`config.mk`:
```
export PLATFORM = sky130hd
export DESIGN_NAME = imem_uart_loader
export DESIGN_NICKNAME = d
export VERILOG_FILES = /design/src/rtl/imem_uart_loader.sv
export SDC_FILE = /design/constraint.sdc
export NUM_CORES = 1
export LEC_CHECK = 0
export ABC_AREA = 1
export ABC_CLOCK_PERIOD_IN_PS = 4600
export CORE_MARGIN = 2
export CORE_UTILIZATION = 60
export CTS_CLUSTER_SIZE = 8
export DETAILED_ROUTE_END_ITERATION = 8
export PLACE_DENSITY = 0.89
export SYNTH_ARGS = -nofsm -noshare
export SYNTH_HDL_FRONTEND = slang
export SYNTH_SLANG_ARGS = --single-unit
```
`constraint.sdc`:
```
create_clock -name clk -period 4.6 [get_ports clk]
set_input_delay 1.15 -clock clk [delete_from_list [all_inputs] [get_ports clk]]
set_output_delay 1.15 -clock clk [all_outputs]
set_load 0.05 [all_outputs]
```
`src/rtl/imem_uart_loader.sv`:
```
// imem_uart_loader: assembles a length-prefixed little-endian UART byte stream into imem writes.
// Optional checksum trailer byte enabled by defining IMEM_LOADER_CHECKSUM_EN.
`default_nettype none

module imem_uart_loader #(
  parameter int MEM_WORDS      = 16384,
  parameter int TIMEOUT_CYCLES = 1000000
) (
  input  logic        clk,
  input  logic        rst_n,
  input  logic        rx_valid,
  input  logic [7:0]  rx_data,
  output logic        we,
  output logic [31:0] wr_addr,
  output logic [31:0] wr_data,
  output logic        busy,
  output logic        load_done,
  output logic        load_err,
  output logic        cpu_rst_n
);

  localparam int WCW = $clog2(MEM_WORDS + 1);
  localparam int TW  = $clog2(TIMEOUT_CYCLES + 1);
  localparam logic [TW-1:0] T_LAST = TW'(TIMEOUT_CYCLES - 1);

`ifdef IMEM_LOADER_CHECKSUM_EN
  typedef enum logic [2:0] {S_IDLE, S_LEN, S_DATA, S_CSUM, S_DONE, S_ERR} state_t;
`else
  typedef enum logic [2:0] {S_IDLE, S_LEN, S_DATA, S_DONE, S_ERR} state_t;
`endif

  state_t          state_q, state_d;
  logic [1:0]      byte_idx_q, byte_idx_d;
  logic [31:0]     len_q, len_d;
  logic [WCW-1:0]  word_cnt_q, word_cnt_d;
  logic [31:0]     asm_q, asm_d;
  logic [TW-1:0]   timer_q, timer_d;
  logic            we_q, we_d;
  logic [31:0]     wr_addr_q, wr_addr_d;
  logic [31:0]     wr_data_q, wr_data_d;
  logic            busy_q, busy_d;
  logic            done_q, done_d;
  logic            err_q, err_d;
`ifdef IMEM_LOADER_CHECKSUM_EN
  logic [7:0]      csum_q, csum_d;
`endif

  logic [31:0] len_full;
  logic        last_word;
  logic        active;
  state_t      end_state;

  always_comb begin
    len_full  = {rx_data, len_q[23:0]};
    last_word = (32'(word_cnt_q) + 32'd1) == len_q;
`ifdef IMEM_LOADER_CHECKSUM_EN
    end_state = S_CSUM;
    active    = (state_q == S_LEN) || (state_q == S_DATA) || (state_q == S_CSUM);
`else
    end_state = S_DONE;
    active    = (state_q == S_LEN) || (state_q == S_DATA);
`endif
  end

  always_comb begin
    state_d    = state_q;
    byte_idx_d = byte_idx_q;
    len_d      = len_q;
    word_cnt_d = word_cnt_q;
    asm_d      = asm_q;
    timer_d    = timer_q;
    we_d       = 1'b0;
    wr_addr_d  = wr_addr_q;
    wr_data_d  = wr_data_q;
`ifdef IMEM_LOADER_CHECKSUM_EN
    csum_d     = csum_q;
`endif
    if (active) timer_d = rx_valid ? '0 : timer_q + TW'(1);

    case (state_q)
      S_IDLE: if (rx_valid) begin
        len_d      = {24'b0, rx_data};
        byte_idx_d = 2'd1;
        timer_d    = '0;
        state_d    = S_LEN;
      end
      S_LEN: if (rx_valid) begin
        len_d[{byte_idx_q, 3'b000} +: 8] = rx_data;
        byte_idx_d = byte_idx_q + 2'd1;
        if (byte_idx_q == 2'd3) begin
          if (len_full == 32'd0)                 state_d = end_state;
          else if (len_full > 32'(MEM_WORDS))    state_d = S_ERR;
          else                                   state_d = S_DATA;
        end
      end
      S_DATA: if (rx_valid) begin
        asm_d[{byte_idx_q, 3'b000} +: 8] = rx_data;
        byte_idx_d = byte_idx_q + 2'd1;
`ifdef IMEM_LOADER_CHECKSUM_EN
        csum_d = csum_q ^ rx_data;
`endif
        if (byte_idx_q == 2'd3) begin
          we_d       = 1'b1;
          wr_addr_d  = 32'(word_cnt_q) << 2;
          wr_data_d  = {rx_data, asm_q[23:0]};
          word_cnt_d = word_cnt_q + WCW'(1);
          if (last_word) state_d = end_state;
        end
      end
`ifdef IMEM_LOADER_CHECKSUM_EN
      S_CSUM: if (rx_valid) state_d = (rx_data == csum_q) ? S_DONE : S_ERR;
`endif
      default: ;
    endcase

    // An arriving byte always beats the timeout in the same cycle.
    if (active && !rx_valid && (timer_q == T_LAST)) state_d = S_ERR;

`ifdef IMEM_LOADER_CHECKSUM_EN
    busy_d = (state_d == S_LEN) || (state_d == S_DATA) || (state_d == S_CSUM);
`else
    busy_d = (state_d == S_LEN) || (state_d == S_DATA);
`endif
    // done trails the final write by a cycle; err is flagged as soon as ERR is entered.
    done_d = done_q | (state_q == S_DONE);
    err_d  = err_q  | (state_d == S_ERR);
  end

  always_ff @(posedge clk or negedge rst_n) begin
    if (!rst_n) begin
      state_q    <= S_IDLE;
      byte_idx_q <= '0;
      len_q      <= '0;
      word_cnt_q <= '0;
      asm_q      <= '0;
      timer_q    <= '0;
      we_q       <= 1'b0;
      wr_addr_q  <= '0;
      wr_data_q  <= '0;
      busy_q     <= 1'b0;
      done_q     <= 1'b0;
      err_q      <= 1'b0;
`ifdef IMEM_LOADER_CHECKSUM_EN
      csum_q     <= '0;
`endif
    end else begin
      state_q    <= state_d;
      byte_idx_q <= byte_idx_d;
      len_q      <= len_d;
      word_cnt_q <= word_cnt_d;
      asm_q      <= asm_d;
      timer_q    <= timer_d;
      we_q       <= we_d;
      wr_addr_q  <= wr_addr_d;
      wr_data_q  <= wr_data_d;
      busy_q     <= busy_d;
      done_q     <= done_d;
      err_q      <= err_d;
`ifdef IMEM_LOADER_CHECKSUM_EN
      csum_q     <= csum_d;
`endif
    end
  end

  assign we        = we_q;
  assign wr_addr   = wr_addr_q;
  assign wr_data   = wr_data_q;
  assign busy      = busy_q;
  assign load_done = done_q;
  assign load_err  = err_q;
  assign cpu_rst_n = done_q;

endmodule

`default_nettype wire

```
After elaboration in Yosys (flattened, before gate mapping)
Index checks and enable logic that the tools add are counted.

Multiplexer cells: 25. Add/subtract/negate cells: 5. Bitwise gates (word level): 2. Shift operators: 2. Eq/ne operators: 12. Reduce and logical (&&, ||, !) cells: 14. Magnitude comparators: 1.

Operators by type and width (number): 20-bit two-way mux (4); 32-bit bitwise mux (2); 32-bit two-way mux (2); 32-bit one-hot mux with 2 select lines (1); 16-bit by 32-bit equality test with 1-bit output (1); 32-bit by 15-bit greater-than comparator with 1-bit output (second input constant) (1); 32-bit zero test (1); 8-bit by 7-bit variable shift with 32-bit output (first input constant) (1); 8-bit by 7-bit variable part select with 32-bit output (1); 3-bit two-way mux (9); 20-bit by 1-bit adder with 20-bit output (second input constant) (1); 20-bit equality test (second input constant) (1); 15-bit by 1-bit adder with 16-bit output (second input constant) (1); 15-bit by 1-bit adder with 15-bit output (second input constant) (1); 3-bit by 2-bit equality test with 1-bit output (second input constant) (3); 3-bit one-hot mux with 3 select lines (1); 3-bit AND reduction (3); 5-bit negation with 7-bit output (1); 3-bit by 1-bit equality test with 1-bit output (second input constant) (2); 2-bit two-way mux (2); 2-bit != test (second input constant) (2); 2-bit one-hot mux with 2 select lines (1); 2-bit nonzero test (2); 3-bit equality test (second input constant) (1); 11 further kinds (16).

Register bits: 155.

Logic depth before layout (Yosys ltp)
Gate-level depths: netlist of run 1.

Depth after elaboration: 9. Depth in mapped cells: 17. Mapped depth without buffers: 17.

Worst setup path before layout of run 1
Ideal clock, no wire load.

Kind: input to register. From: in rx_valid. To: reg busy_q (netlist: busy). Path buffers: 0. Arrival time: 2.211 ns. Library setup time: 0.117 ns. Cell stages on the path: 11. Path slack: 2.272 ns. Required time: 4.483 ns. Cell sequence: inv_1 -> nor3_1 -> inv_2 -> nor2_1 -> inv_1 -> nand3_1 -> a21oi_1 -> nand2_1 -> nand2_1 -> nand3_1 -> nand2_1.

Word-level cells in the longest chain between the ends: 6.

RTL lines: start, declared (RTL line 11) `input logic rx_valid,`; parallel branches: the longest is 3 deep, another holds 3-bit two-way mux; 3-bit two-way mux * (RTL line 117) `if (active && !rx_valid && (timer_q == T_LAST)) state_d = S_ERR;`; 3-bit by 1-bit equality test with 1-bit output / 3-bit by 2-bit equality test with 1-bit output (equally long branches) (RTL line 122) `busy_d = (state_d == S_LEN) || (state_d == S_DATA);`; 1-bit logical OR * (RTL line 122); named net busy_d (RTL line 41) `logic busy_q, busy_d;`; end signal, assigned (RTL line 156) `busy_q <= busy_d;`; end, declared (RTL line 41).

Mark *: on every way through the listed nets, which the timed path passes. A chain may end at the register's enable or synchronous reset.

Worst setup path after layout of run 1
From: in rx_valid. To: reg len_q[2].

Word-level cells in the longest chain between the ends: 2.

RTL lines: 2-bit != test (no line); 3-bit AND reduction (no line) *; end signal, assigned (RTL line 149) `len_q <= len_d;`; end, declared (RTL line 34) `logic [31:0] len_q, len_d;`.

Mark *: on every way between the ends. The rest lies on a longest branch, timed or not.

==> metrics.txt, run 1 <==
fin. max-slew vios=0; CTS tree=yes; Seq/Total Area, Yosys=51.9%; multi-input logic area=2900 sq um; main flop type after synthesis=dfrtp_1; core region area=11500 sq um; deepest clock path buffer count=2; die area=about 13000 sq um; H-Tree Depth=4; FF+latch count, synth=roughly 150; area grow syn2layout=18.4%; die height=~110 microns; Root Driver=clkbuf_16; Critical Path End Type=flop; CP required=about 5 ns; Post-CTS Setup Inserts=0; power per cell area=349 nW/um^2; vias per cell=roughly 5.7; crit path launch type=input port; asr flop ratio synth=100%; via count=approximately 6200; Slew @ Worst Pin=~1.0 ns; Synth area leader=dfrtp_1; share of cells above drive strength 1=5.42%; library cells used by synthesis=37; vias in the first global route=just under 6000; area share of the largest cell type after synthesis=between 50 and 60%; clk sinks=approximately 150; commonest cells in the netlist=nand2_1, dfrtp_1, inv_1; WS Path Type=input port to flop; CTS Buf Count=17; Clock transition at path regs=0.06 ns; Die Wd=113 microns; Hold-fix buffers, CTS=0; status=completed; WP data arrival=approximately 3.5 ns; antenna violations before repair=0; crit path time final=approximately 3.2 ns; relative slew slack=between 30% and 40%; Final Util=around 73%; Post-synth EDFFs=0; Pleak=between 3 and 4 nW; antenna cell count=0; largest net degree at the start of global routing=~120; worst-case clock skew=about 0.0083 ns; nets=just under 1000; setup TNS=0 ns; Critical Path Max Stage Delay=about 0.76 ns; Syn. warnings=0; Post-Synth Simple-Gate Area=between 20% and 30%; Hold WC Path Type=flop to flop; Mapped Area=7090 sq um; first-pass GRT wire length=27900 microns; CP cell instances=clkdlybuf4s50_1 -> inv_1 -> nor3_1 -> inv_2 -> nor2_1 -> o21ai_0; std cell rows=39; grt ovf=0; Compound-Gate Fraction of Synth Area=between 10% and 20%; ranking of synthesized cells by area=dfrtp_1, nand2_1, o21ai_0, inv_1, nor2_1; CTS resizes=0; total of max-cap violations=0; All-Layer GR Usage=27.6%; dpl hpwl=11500 microns; RSZ-0062 raised after global routing=false; drt drc=0; post-synthesis mux area share=0%; FILL cells=around 870; PortBufs=62; Cell Area, Placed=just under 8000 sq um; slowest CP cell=nor2_1; adder-cell share of the synthesized area=under 10%; design area=around 8400 sq um; I/O Pins=80; largest family of logic cells by synthesized area=simple AND/OR/NAND/NOR gates; Final GP Congestion=around 0.93; WL final=around 17000 microns; Max IR drop VDD=389 uV; XOR/XNOR share of the synthesized area=under 10%; DRT Pass-1 Iters=6; First DRT Iteration DRCs=slightly above 600; initial core utilization=between 60 and 70%; most frequent cell after synthesis=nand2_1; Synth Instances=between 800 and 900; WHS Path Cells=2; number of antenna-violating nets in the routed design=0; Reg2Reg Depth=8; fmax=just over 300 MHz; part of the cycle the worst path needs=between 60 and 70%; Hold Vio Cnt, Final=0; CP Max Fanout=19; register area=around 3700 sq um; final setup violation count=0; DR WL/cell=between 15 and 20 microns; Post-Syn Area per Cell=approximately 8 sq um; worst skew pair latency=0.43 ns
[registers in the layout, summed over array words and instances (netlist names)]
name        flops
cpu_rst_n       1
load_err        1
state_q         3
wr_data        32
byte_idx_q      2
len_q          32
timer_q        20
asm_q          24
wr_addr        15
word_cnt_q     15
we              1
busy            1
[worst paths after layout]
| path | startpoint | endpoint | slack (ns) |
|---|---|---|---|
| min reg2reg | asm_q[23] | wr_data[23] | 0.48 |
| max | rx_valid | len_q[2] | 1.38 |
| min in group asynchronous | rst_n | wr_addr[10] | 0.85 |
| max in group asynchronous | rst_n | timer_q[5] | 2.84 |
| max reg2reg | byte_idx_q[0] | len_q[8] | 1.79 |
| min | asm_q[23] | wr_data[23] | 0.48 |
[per-layer routing]
layer	vias to the layer above	wire length, microns	track usage (%)
met4	0	461	11.4
li1	2961	-	-
met2	282	8060	45.1
met1	2948	6900	36.4
met5	-	0	0
met3	54	1400	5.95
[layout make-up]
| class | instances | area share (%) |
|---|---|---|
| Sequential cell | 147 | 43.8 |
| Multi-Input combinational cell | 622 | 34.5 |
| Timing Repair Buffer | 66 | 7.77 |
| Clock buffer | 22 | 5.77 |
| Inverter | 93 | 4.16 |
| Tap cell | 143 | 2.13 |
| Clock inverter | 10 | 1.82 |
[placed cells by master (no fill, tap or decap), drive strengths merged, types with 4 or more instances in the layout]
cell / synthesis / layout
nand2: 292 / 292
dfrtp: 147 / 147
inv: 93 / 93
o21ai: 89 / 89
nor2: 72 / 72
clkdlybuf4s50: 0 / 61
nand3: 51 / 51
o31ai: 23 / 23
clkbuf: 18 / 22
nor3: 18 / 18
conb: 1 / 17
a21oi: 15 / 15
nand4: 14 / 14
ha: 7 / 7
xor2: 6 / 6
clkinv: 0 / 5
buf: 24 / 5
nor4: 4 / 4
bufinv: 0 / 4
[kinds of logic (layout without fill, tap and decap cells)]
| kind of cell | count (synthesis) | in the layout |
|---|---|---|
| simple gates | 456 | 456 |
| flops | 147 | 147 |
| compound gates | 135 | 135 |
| buf+inv | 135 | 191 |
| fa+ha+maj | 7 | 7 |
| xor+xnor | 7 | 7 |
| other cells | 1 | 17 |
[power breakdown]
group	switching [mW]	internal (mW)
logic	0.107	0.0274
clock network	0.518	0.959
registers	0.0111	1.31
total	0.636	2.29
[worst max-delay path, delay by kind of cell]
family / cells / cell delay [ns]
AOI/OAI and AO/OA: 1 / 0.22
buffers and inverters: 3 / 0.95
and+or+nand+nor: 2 / 1.16
[per-stage QoR]
stage	power, mW	hold WS (ns)	cells	setup WS, ns
final	2.93	0.476	1103	1.38
after global placement	1.47	0.452	1071	1.39
after detailed placement	1.47	0.460	1071	1.09
after global routing	3.02	0.501	1103	1.29
after floorplan	1.42	0.442	904	2.27
after CTS	2.94	0.476	1103	1.52
Note: power is estimated with default switching activity, not from simulation.
==> run 2: changes to the inputs <==
- ABC_CLOCK_PERIOD_IN_PS: 4600 -> 2830
- CORE_UTILIZATION: 60 -> 51
- PLACE_DENSITY: 0.89 -> 0.81
- clock period: 4.6 -> 2.83 ns (I/O delays scaled with it)
==> metrics.txt, run 2 (same netlist as run 1, synthesis figures left out) <==
total of max-cap violations=0; core region area=between 10000 and 15000 sq um; vias per cell=between 5 and 6; die height=approximately 120 microns; first-pass GRT wire length=27800 microns; CTS tree=yes; number of antenna-violating nets in the routed design=0; r2r endpoint=busy; worst skew pair latency=0.43 ns; Inst Count DP=1122; Hold WC Path Type=input port to asynchronous set/reset pin; most frequent cells in the layout=nand2_1, dfrtp_1, inv_1, o21ai_0, nor2_1; CP bufs+invs=1; part of the cycle the worst path needs=~83%; Die Wd=roughly 120 microns; fin. max-slew vios=0; fmax=between 400 and 500 MHz; WP data arrival=between 1.5 and 2 ns; share of cells above drive strength 1=between 6 and 7%; most common cell after layout, fill and taps aside=nand2_1; vias in the first global route=about 5700; final setup violation count=0; status=completed; H-Tree Depth=4; PortBufs=62; drt drc=0; First DRT Iteration DRCs=roughly 520; CTS Buf Count=17; Critical Path Max Stage Delay=~0.83 ns; worst-case clock skew=approximately 0.008 ns; Clock transition at path regs=0.05 ns; nets=slightly below 1000; largest net degree at the start of global routing=94; grt ovf=0; DR WL/cell=~14 microns; Critical Path End Type=output pin; Hold Vio Cnt, Final=0; RSZ-0062 raised after global routing=false; area grow syn2layout=20.2%; All-Layer GR Usage=~24%; power per cell area=535 nW/um^2; reg2reg start=word_cnt_q[1]; antenna cell count=0; final std cells w/o fill=~1200; die area=roughly 15000 sq um; deepest clock path buffer count=2; Root Driver=clkbuf_16; WL final=roughly 17000 microns; Final GP Congestion=between 0.9 and 1; Post-CTS Setup Inserts=0; Pleak=~4.0 nW; R2R Setup Slk=approximately 0.63 ns; std cell rows=43; crit path launch type=flop; DRT Pass-1 Iters=5; CP required=2.12 ns; Slew @ Worst Pin=approximately 0.6 ns; slowest CP cell=clkdlybuf4s50_1; Max IR drop VDD=between 300 and 400 uV; CP Max Fanout=3; CP cell instances=clkdlybuf4s50_1; clk sinks=147; I/O Pins=80; relative slew slack=60.9%; antenna violations before repair=0; Top delay family on crit path=buffers and inverters; crit path time final=around 2.3 ns; via count=slightly above 6000; dpl hpwl=roughly 12000 microns; setup TNS=0 ns; Hold-fix buffers, CTS=0; WS Path Type=flop to output pin; Reg2Reg Depth=16; CTS resizes=0; initial core utilization=approximately half
==> run 2: worst max path at each step <==
stage | slack [ns] | startpoint | cells past startpoint | to
floorplan | 0.63 | byte_idx_q[0] | 11 | len_q[21]
global placement | 0.38 | rx_valid | 14 | load_err
finish | 0.48 | cpu_rst_n | 1 | load_done
detailed placement | 0.30 | rx_valid | 14 | busy
CTS | 0.48 | cpu_rst_n | 1 | load_done
global route | 0.37 | word_cnt_q[1] | 16 | busy
==> run 2: power breakdown <==
group / leakage [nW] / switching [mW] / internal [mW] / total [mW]
Clock: 0.293 / 0.811 / 1.38 / 2.19
Sequential: 1.96 / 0.0142 / 2.12 / 2.14
Combinational: 1.75 / 0.180 / 0.0539 / 0.234
Total: 4.00 / 1.01 / 3.55 / 4.56
==> run 2: stage by stage <==
stage                     area, sq um  hold slack (ns)  worst slack (ns)  utilization [%]  total power, mW
after floorplan                  7150            0.412             0.632                -             2.32
after global routing             8530            0.269             0.368             62.1             4.72
after CTS                        8530            0.253             0.478             62.1             4.59
after detailed placement         7950            0.458             0.296             57.9             2.41
after global placement           7950            0.458             0.377             57.9             2.40
final                            8530            0.232             0.484             62.1             4.56
==> run 2: metal layers <==
| metal | vias to the layer above | wire (microns) | GRT usage (%) |
|---|---|---|---|
| li1 | 2990 | - | - |
| met1 | 2863 | 7190 | 30.8 |
| met2 | 189 | 8100 | 39.4 |
| met3 | 50 | 840 | 5.76 |
| met4 | 0 | 549 | 10.3 |
| met5 | - | 0 | 0 |
==> run 2: cell type report <==
| type | instances | area, sq um |
|---|---|---|
| sequential | 147 | 3680 |
| clock inverter | 4 | 45.0 |
| inverter | 93 | 349 |
| clock buffer | 25 | 536 |
| tap | 180 | 225 |
| multi-input combinational | 622 | 2900 |
| fill | 1181 | 5190 |
| timing repair buffer | 80 | 795 |
